[src/rtl/mem_arbiter_pkg.sv]
// Shared definitions for the main-memory arbiter and the cache controllers:
// state encoding, default memory/block geometry, block address helper.
package mem_arbiter_pkg;

    localparam int DEF_MEM_LAT   = 4;
    localparam int DEF_BLK_WORDS = 8;
    localparam int DEF_WORD_BITS = 3;

    localparam logic [1:0] ST_IDLE   = 2'd0;
    localparam logic [1:0] ST_FILL_I = 2'd1;
    localparam logic [1:0] ST_FILL_D = 2'd2;
    localparam logic [1:0] ST_WRITE  = 2'd3;

    typedef enum logic [1:0] {
        IDLE   = ST_IDLE,
        FILL_I = ST_FILL_I,
        FILL_D = ST_FILL_D,
        WRITE  = ST_WRITE
    } arb_state_t;

    // Byte address of the first word of the block holding addr.
    function automatic logic [15:0] blk_base(
        input logic [15:0] addr,
        input int          wb
    );
        return addr & ~((16'(1) << (wb + 1)) - 16'(1));
    endfunction

endpackage

[src/rtl/mem_arbiter_if.sv]
// Cache-side and memory-side signal bundle of the memory arbiter.
// master: arbiter view; slave: caches + memory view.
interface mem_arbiter_if;
    import mem_arbiter_pkg::*;

    logic                     i_req;
    logic [15:0]              i_addr;
    logic                     d_req;
    logic                     d_wr;
    logic [15:0]              d_addr;
    logic [15:0]              d_wdata;
    logic [15:0]              mem_rdata;
    logic [15:0]              mem_addr;
    logic                     mem_enable;
    logic                     mem_wr;
    logic [15:0]              mem_wdata;
    logic [15:0]              fill_data;
    logic [DEF_WORD_BITS-1:0] fill_word;
    logic                     i_fill_valid;
    logic                     d_fill_valid;
    logic                     i_done;
    logic                     d_done;
    logic                     busy;

    modport master (
        input  i_req, i_addr,
        input  d_req, d_wr, d_addr, d_wdata,
        input  mem_rdata,
        output mem_addr, mem_enable, mem_wr, mem_wdata,
        output fill_data, fill_word,
        output i_fill_valid, d_fill_valid,
        output i_done, d_done, busy
    );

    modport slave (
        output i_req, i_addr,
        output d_req, d_wr, d_addr, d_wdata,
        output mem_rdata,
        input  mem_addr, mem_enable, mem_wr, mem_wdata,
        input  fill_data, fill_word,
        input  i_fill_valid, d_fill_valid,
        input  i_done, d_done, busy
    );

endinterface

[src/rtl/mem_ret_pipe.sv]
// Read-return tracker: DEPTH-stage {valid,index} shift register, async clear.
// Ports: clk, rst (active-low), push_valid_i/push_idx_i in, tap_valid_o/tap_idx_o out.
module mem_ret_pipe
    import mem_arbiter_pkg::*;
#(
    parameter int DEPTH = DEF_MEM_LAT,
    parameter int IW    = DEF_WORD_BITS
) (
    input  logic          clk,
    input  logic          rst,
    input  logic          push_valid_i,
    input  logic [IW-1:0] push_idx_i,
    output logic          tap_valid_o,
    output logic [IW-1:0] tap_idx_o
);

    logic [DEPTH-1:0] vld_q;
    logic [IW-1:0]    idx_q [DEPTH];

    always_ff @(posedge clk or negedge rst) begin
        if (!rst) begin
            vld_q <= '0;
            for (int s = 0; s < DEPTH; s++) begin
                idx_q[s] <= '0;
            end
        end else begin
            vld_q[0] <= push_valid_i;
            idx_q[0] <= push_idx_i;
            for (int s = 1; s < DEPTH; s++) begin
                vld_q[s] <= vld_q[s-1];
                idx_q[s] <= idx_q[s-1];
            end
        end
    end

    assign tap_valid_o = vld_q[DEPTH-1];
    assign tap_idx_o   = idx_q[DEPTH-1];

endmodule

[src/rtl/mem_arbiter.sv]
// Main-memory arbiter: I/D block fills over a fixed-latency pipelined memory
// plus single-word D writes. Ports: clk, rst (async, active-low), bus (master).
// Optional ARB_RR_EN: round-robin on simultaneous requests (else D over I).
module mem_arbiter
    import mem_arbiter_pkg::*;
#(
    parameter int MEM_LAT   = DEF_MEM_LAT,
    parameter int BLK_WORDS = DEF_BLK_WORDS,
    parameter int WORD_BITS = DEF_WORD_BITS
) (
    input  logic          clk,
    input  logic          rst,
    mem_arbiter_if.master bus
);

    localparam int CNT_W = WORD_BITS + 1;

    arb_state_t           state_q, state_d;
    logic [15:0]          addr_q, addr_d;
    logic [15:0]          wdata_q, wdata_d;
    logic [CNT_W-1:0]     cnt_q, cnt_d;
    logic                 grant_d;
    logic                 issue;
    logic                 tap_v;
    logic [WORD_BITS-1:0] tap_idx;
    logic                 last_ret;
    logic [15:0]          maddr;
    logic [15:0]          mwdata;
    logic                 men;
    logic                 mwr;
    logic                 idone;
    logic                 ddone;

`ifdef ARB_RR_EN
    logic last_d_q, last_d_d;

    // On a tie, the side not served last wins.
    always_comb begin
        grant_d = bus.d_req;
        if (bus.d_req && bus.i_req) begin
            grant_d = !last_d_q;
        end
    end

    always_comb begin
        last_d_d = last_d_q;
        if (state_q == IDLE && (bus.d_req || bus.i_req)) begin
            last_d_d = grant_d;
        end
    end

    always_ff @(posedge clk or negedge rst) begin
        if (!rst) begin
            last_d_q <= 1'b0;
        end else begin
            last_d_q <= last_d_d;
        end
    end
`else
    assign grant_d = bus.d_req;
`endif

    assign issue = (state_q == FILL_I || state_q == FILL_D)
                && (cnt_q < CNT_W'(BLK_WORDS));

    mem_ret_pipe #(
        .DEPTH (MEM_LAT),
        .IW    (WORD_BITS)
    ) u_ret (
        .clk          (clk),
        .rst          (rst),
        .push_valid_i (issue),
        .push_idx_i   (cnt_q[WORD_BITS-1:0]),
        .tap_valid_o  (tap_v),
        .tap_idx_o    (tap_idx)
    );

    assign last_ret = tap_v && (tap_idx == WORD_BITS'(BLK_WORDS - 1));

    always_comb begin
        state_d = state_q;
        addr_d  = addr_q;
        wdata_d = wdata_q;
        cnt_d   = cnt_q;
        maddr   = '0;
        mwdata  = '0;
        men     = 1'b0;
        mwr     = 1'b0;
        idone   = 1'b0;
        ddone   = 1'b0;
        unique case (state_q)
            IDLE: begin
                cnt_d = '0;
                if (grant_d) begin
                    addr_d  = bus.d_addr;
                    wdata_d = bus.d_wdata;
                    state_d = bus.d_wr ? WRITE : FILL_D;
                end else if (bus.i_req) begin
                    addr_d  = bus.i_addr;
                    wdata_d = '0;
                    state_d = FILL_I;
                end
            end
            FILL_I, FILL_D: begin
                if (issue) begin
                    men   = 1'b1;
                    maddr = blk_base(addr_q, WORD_BITS)
                          | 16'({cnt_q[WORD_BITS-1:0], 1'b0});
                    cnt_d = cnt_q + 1'b1;
                end
                // Completion follows the final return, not the final issue.
                if (last_ret) begin
                    state_d = IDLE;
                    idone   = (state_q == FILL_I);
                    ddone   = (state_q == FILL_D);
                end
            end
            WRITE: begin
                men     = 1'b1;
                mwr     = 1'b1;
                maddr   = addr_q;
                mwdata  = wdata_q;
                ddone   = 1'b1;
                state_d = IDLE;
            end
            default: begin
                state_d = IDLE;
            end
        endcase
    end

    always_ff @(posedge clk or negedge rst) begin
        if (!rst) begin
            state_q <= IDLE;
            addr_q  <= '0;
            wdata_q <= '0;
            cnt_q   <= '0;
        end else begin
            state_q <= state_d;
            addr_q  <= addr_d;
            wdata_q <= wdata_d;
            cnt_q   <= cnt_d;
        end
    end

    assign bus.mem_addr     = maddr;
    assign bus.mem_enable   = men;
    assign bus.mem_wr       = mwr;
    assign bus.mem_wdata    = mwdata;
    assign bus.fill_data    = tap_v ? bus.mem_rdata : '0;
    assign bus.fill_word    = tap_v ? tap_idx : '0;
    assign bus.i_fill_valid = tap_v && (state_q == FILL_I);
    assign bus.d_fill_valid = tap_v && (state_q == FILL_D);
    assign bus.i_done       = idone;
    assign bus.d_done       = ddone;
    assign bus.busy         = (state_q != IDLE);

endmodule
[src/flat_wrapper.sv]
// flat-port wrapper written by rule: the top's interface ports become plain ports
module mem_arbiter_flat import mem_arbiter_pkg::*;
#(
    parameter int MEM_LAT   = DEF_MEM_LAT,
    parameter int BLK_WORDS = DEF_BLK_WORDS,
    parameter int WORD_BITS = DEF_WORD_BITS
)
  (clk, rst, bus_i_req, bus_i_addr, bus_d_req, bus_d_wr, bus_d_addr, bus_d_wdata, bus_mem_rdata, bus_mem_addr, bus_mem_enable, bus_mem_wr, bus_mem_wdata, bus_fill_data, bus_fill_word, bus_i_fill_valid, bus_d_fill_valid, bus_i_done, bus_d_done, bus_busy);
  mem_arbiter_if bus_i ();
  input  logic clk;
  input  logic rst;
  input wire logic [$bits(bus_i.i_req)-1:0] bus_i_req;
  input wire logic [$bits(bus_i.i_addr)-1:0] bus_i_addr;
  input wire logic [$bits(bus_i.d_req)-1:0] bus_d_req;
  input wire logic [$bits(bus_i.d_wr)-1:0] bus_d_wr;
  input wire logic [$bits(bus_i.d_addr)-1:0] bus_d_addr;
  input wire logic [$bits(bus_i.d_wdata)-1:0] bus_d_wdata;
  input wire logic [$bits(bus_i.mem_rdata)-1:0] bus_mem_rdata;
  output wire logic [$bits(bus_i.mem_addr)-1:0] bus_mem_addr;
  output wire logic [$bits(bus_i.mem_enable)-1:0] bus_mem_enable;
  output wire logic [$bits(bus_i.mem_wr)-1:0] bus_mem_wr;
  output wire logic [$bits(bus_i.mem_wdata)-1:0] bus_mem_wdata;
  output wire logic [$bits(bus_i.fill_data)-1:0] bus_fill_data;
  output wire logic [$bits(bus_i.fill_word)-1:0] bus_fill_word;
  output wire logic [$bits(bus_i.i_fill_valid)-1:0] bus_i_fill_valid;
  output wire logic [$bits(bus_i.d_fill_valid)-1:0] bus_d_fill_valid;
  output wire logic [$bits(bus_i.i_done)-1:0] bus_i_done;
  output wire logic [$bits(bus_i.d_done)-1:0] bus_d_done;
  output wire logic [$bits(bus_i.busy)-1:0] bus_busy;
  assign bus_i.i_req = bus_i_req;
  assign bus_i.i_addr = bus_i_addr;
  assign bus_i.d_req = bus_d_req;
  assign bus_i.d_wr = bus_d_wr;
  assign bus_i.d_addr = bus_d_addr;
  assign bus_i.d_wdata = bus_d_wdata;
  assign bus_i.mem_rdata = bus_mem_rdata;
  assign bus_mem_addr = bus_i.mem_addr;
  assign bus_mem_enable = bus_i.mem_enable;
  assign bus_mem_wr = bus_i.mem_wr;
  assign bus_mem_wdata = bus_i.mem_wdata;
  assign bus_fill_data = bus_i.fill_data;
  assign bus_fill_word = bus_i.fill_word;
  assign bus_i_fill_valid = bus_i.i_fill_valid;
  assign bus_d_fill_valid = bus_i.d_fill_valid;
  assign bus_i_done = bus_i.i_done;
  assign bus_d_done = bus_i.d_done;
  assign bus_busy = bus_i.busy;
  mem_arbiter #(.MEM_LAT(MEM_LAT), .BLK_WORDS(BLK_WORDS), .WORD_BITS(WORD_BITS)) u_core (.clk(clk), .rst(rst), .bus(bus_i));
endmodule
[config.mk]
export PLATFORM = sky130hd
export DESIGN_NAME = mem_arbiter_flat
export DESIGN_NICKNAME = d
export VERILOG_FILES = /design/src/rtl/mem_arbiter_pkg.sv /design/src/rtl/mem_arbiter_if.sv /design/src/rtl/mem_ret_pipe.sv /design/src/rtl/mem_arbiter.sv /design/src/flat_wrapper.sv
export SDC_FILE = /design/constraint.sdc
export NUM_CORES = 1
export LEC_CHECK = 0
export ABC_AREA = 1
export BUFFER_PORTS_ARGS = -buffer_cell sky130_fd_sc_hd__buf_2
export CAP_MARGIN = 20
export CORE_MARGIN = 1
export CORE_UTILIZATION = 47
export DETAILED_ROUTE_END_ITERATION = 16
export PLACE_DENSITY_LB_ADDON = 0.25
export SLEW_MARGIN = 20
export SYNTH_ARGS = -nofsm -noshare
export SYNTH_HDL_FRONTEND = slang
export SYNTH_HIERARCHICAL = 1
export SYNTH_SLANG_ARGS = --single-unit
[constraint.sdc]
create_clock -name clk -period 2 [get_ports clk]
set_input_delay 0.4 -clock clk [delete_from_list [all_inputs] [get_ports clk]]
set_output_delay 0.4 -clock clk [all_outputs]
set_load 0.02 [all_outputs]
==> qor.csv <==
metric;value;unit
synth_seq_cells;54;
drtIter0Drc;107;
worst_pin_slew;0.505;ns
yosysWarnings;6;
worst_slack;-0.0595;ns
yosysUniqueCellTypes;19;
ir_worst_vdd;0.753;mV
design_area;3790;µm²
path_cells;inv_2 > ha_4 > nand2_4 > inv_4 > o21ai_4 > buf_12 > nor2_1 > buf_4;
hold_class;primary input to asynchronous set/reset pin;
cts_buffer_depth;2;
syn_area_per_cell;7.47;µm²
cp-end-kind;output pin;
postSynthCellCount;364;
status;finished with violations;
crit_path_max_incr_delay;0.42;ns
die_h;78.1;µm
period_minus_slack;2.06;ns
htree_levels;2;
syn_nets;439;
start_util;49.1;%
nFillCells;470;
port_buffers;126;
synth_largest_area_cell;dfrtp_1;
viasPerCell;4.55;
wl;6490;µm
start_kind;flop;
overflow;0;
drive_above_1_share;34.7;%
area.sequential;1350;µm²
path_depth;8;
numCtsBuffers;5;
rsz0062_at_grt;true;
synth.yosys.seq_area_share;49.7;%
yosys-top-cells-area;dfrtp_1 (50%), nand2_1 (17%), inv_1 (11%);
cts-root-buf;clkbuf_8;
clock-sinks;54;
maxCapViolCount;0;
rows;27;
route.detailed.drc;0;
die-area;6090;µm²
critical_path_class;flop to output pin;
antenna_found_initial;0;
power_density;1430;nW/µm²
syn2layout_area_growth;39.4;%
track_usage;21.8;%
io_pins;127;
syn-cell-area;2720;µm²
cts_tree;done;
fin_crit_sh;103;%
dp_hpwl;4490;µm
multi_input_area;1030;µm²
crit_arrival;1.66;ns
cp_top_family;buffers and inverters;
fin_nets;570;
fin_worst_skew;0.00908;ns
avgRoutedWirePerCell;11.4;µm
slew_headroom;66.3;%
setup_viol_count_final;16;
dr.pass1.iters;4;
hold_buffers;0;
failed_checks;negative setup slack;
n_antenna_cell;0;
drv_slew;0;
critPathBufInv;4;
fmax;486;MHz
holdWs;0.0483;ns
yosysTopAreaCellShare;49.7;%
hold_viol_final;0;
ant_nets;0;
placed_area;3430;µm²
critical_path_required;1.60;ns
grt_max_degree;34;
cp_slowest_cell;dfrtp_1;
clkLatencyLatePin;0.30;ns
core-area;5540;µm²
grt_pass1_vias;2292;
clk_pin_slew;0.10;ns
leakage;0.00237;µW
reg2regPathDepth;7;
num_vias;2585;
die_w;78.1;µm
cp_max_fo;13;
grt_pass1_wl;10400;µm
gp_congestion;0.795;
==> through the flow <==
stage	setup slack, ns	utilization [%]	std cells	total power, µW	TNS, ns
after detailed placement	0.0622	62.0	552	4080	0
after floorplan	0.0867	-	364	3320	0
after global routing	-0.172	68.4	568	5790	-2.27
after global placement	0.143	62.0	552	4000	0
after CTS	-0.0299	66.7	566	5210	-0.294
final	-0.0595	68.4	568	5400	-0.772
==> worst paths after layout <==
kind,endpoint,slack (ns),startpoint
max,bus_mem_addr[10],-0.06,u_core/state_q[1]
min,u_core/wdata_q[10],0.05,rst
max reg2reg,u_core/state_q[0],0.49,u_core/state_q[1]
min reg2reg,u_core/u_ret/idx_q[4],0.35,u_core/u_ret/idx_q[7]
max in group asynchronous,u_core/u_ret/idx_q[7],1.40,rst
min in group clk,u_core/wdata_q[12],0.33,bus_d_wdata[12]
==> cells in the mapped netlist <==
cell	number
nor2_1	14
buf_4	4
inv_1	78
inv_2	2
dfrtp_1	54
inv_4	1
a21oi_1	6
nand2_1	122
xnor2_1	1
a21oi_4	1
clkbuf_1	8
o21ai_0	23
o21a_1	1
o21ai_1	12
ha_1	6
o21ai_2	1
nand3_1	22
buf_2	5
buf_6	3
==> power breakdown <==
group,internal [µW],switching [µW]
clock network,534,345
logic,1080,1650
registers,1560,227
total,3170,2230
==> cell families (layout without fill, tap and decap cells) <==
logic type / count (synthesis) / after routing / share of synthesized area, %
flip-flops: 54 / 54 / 49.7
buffers and inverters: 101 / 233 / 15.6
adder cells (fa/ha/maj): 6 / 6 / 2.76
XOR/XNOR: 1 / 1 / 0.322
AO/OA/AOI/OAI: 44 / 44 / 8.74
AND/OR/NAND/NOR: 158 / 158 / 22.8
==> placed cells by master (no fill, tap or decap), drive strengths merged <==
cell type  Yosys  routed
nor2          14      14
xnor2          1       1
nand2        122     122
dfrtp         54      54
bufinv         0       2
o21a           1       1
inv           81      81
a21oi          7       7
o21ai         36      36
nand3         22      22
clkbuf         8       6
ha             6       6
buf           12     144
==> registers in the layout, indices dropped and copies added (netlist names) <==
signal and count:
u_core/u_ret/vld_q 4, u_core/wdata_q 16, u_core/addr_q 16, u_core/cnt_q 4, u_core/state_q 2, u_core/u_ret/tap_idx_o 3, u_core/u_ret/idx_q 9
==> layout make-up <==
type	instances	area share, %
multi-input combinational	209	27.3
tap	72	2.38
clock buffer	6	2.18
clock inverter	2	1.58
timing repair buffer	144	22.8
sequential	54	35.7
inverter	81	8.15
==> timing repair <==
| action | CTS | global route |
|---|---|---|
| pin swaps | 1 | 4 |
| endpoints found under the setup margin | 33 | 18 |
| gates resized for setup | 19 | 24 |
| buffers inserted | 6 | 2 |
==> routing by layer <==
layer,GRT usage [%],wire [µm],vias up
met5,0,0,-
met4,7.96,97,0
met3,4.30,435,11
met2,36.1,3130,97
met1,28.4,2830,1147
li1,-,-,1330
Note: power is estimated with default switching activity, not from simulation.
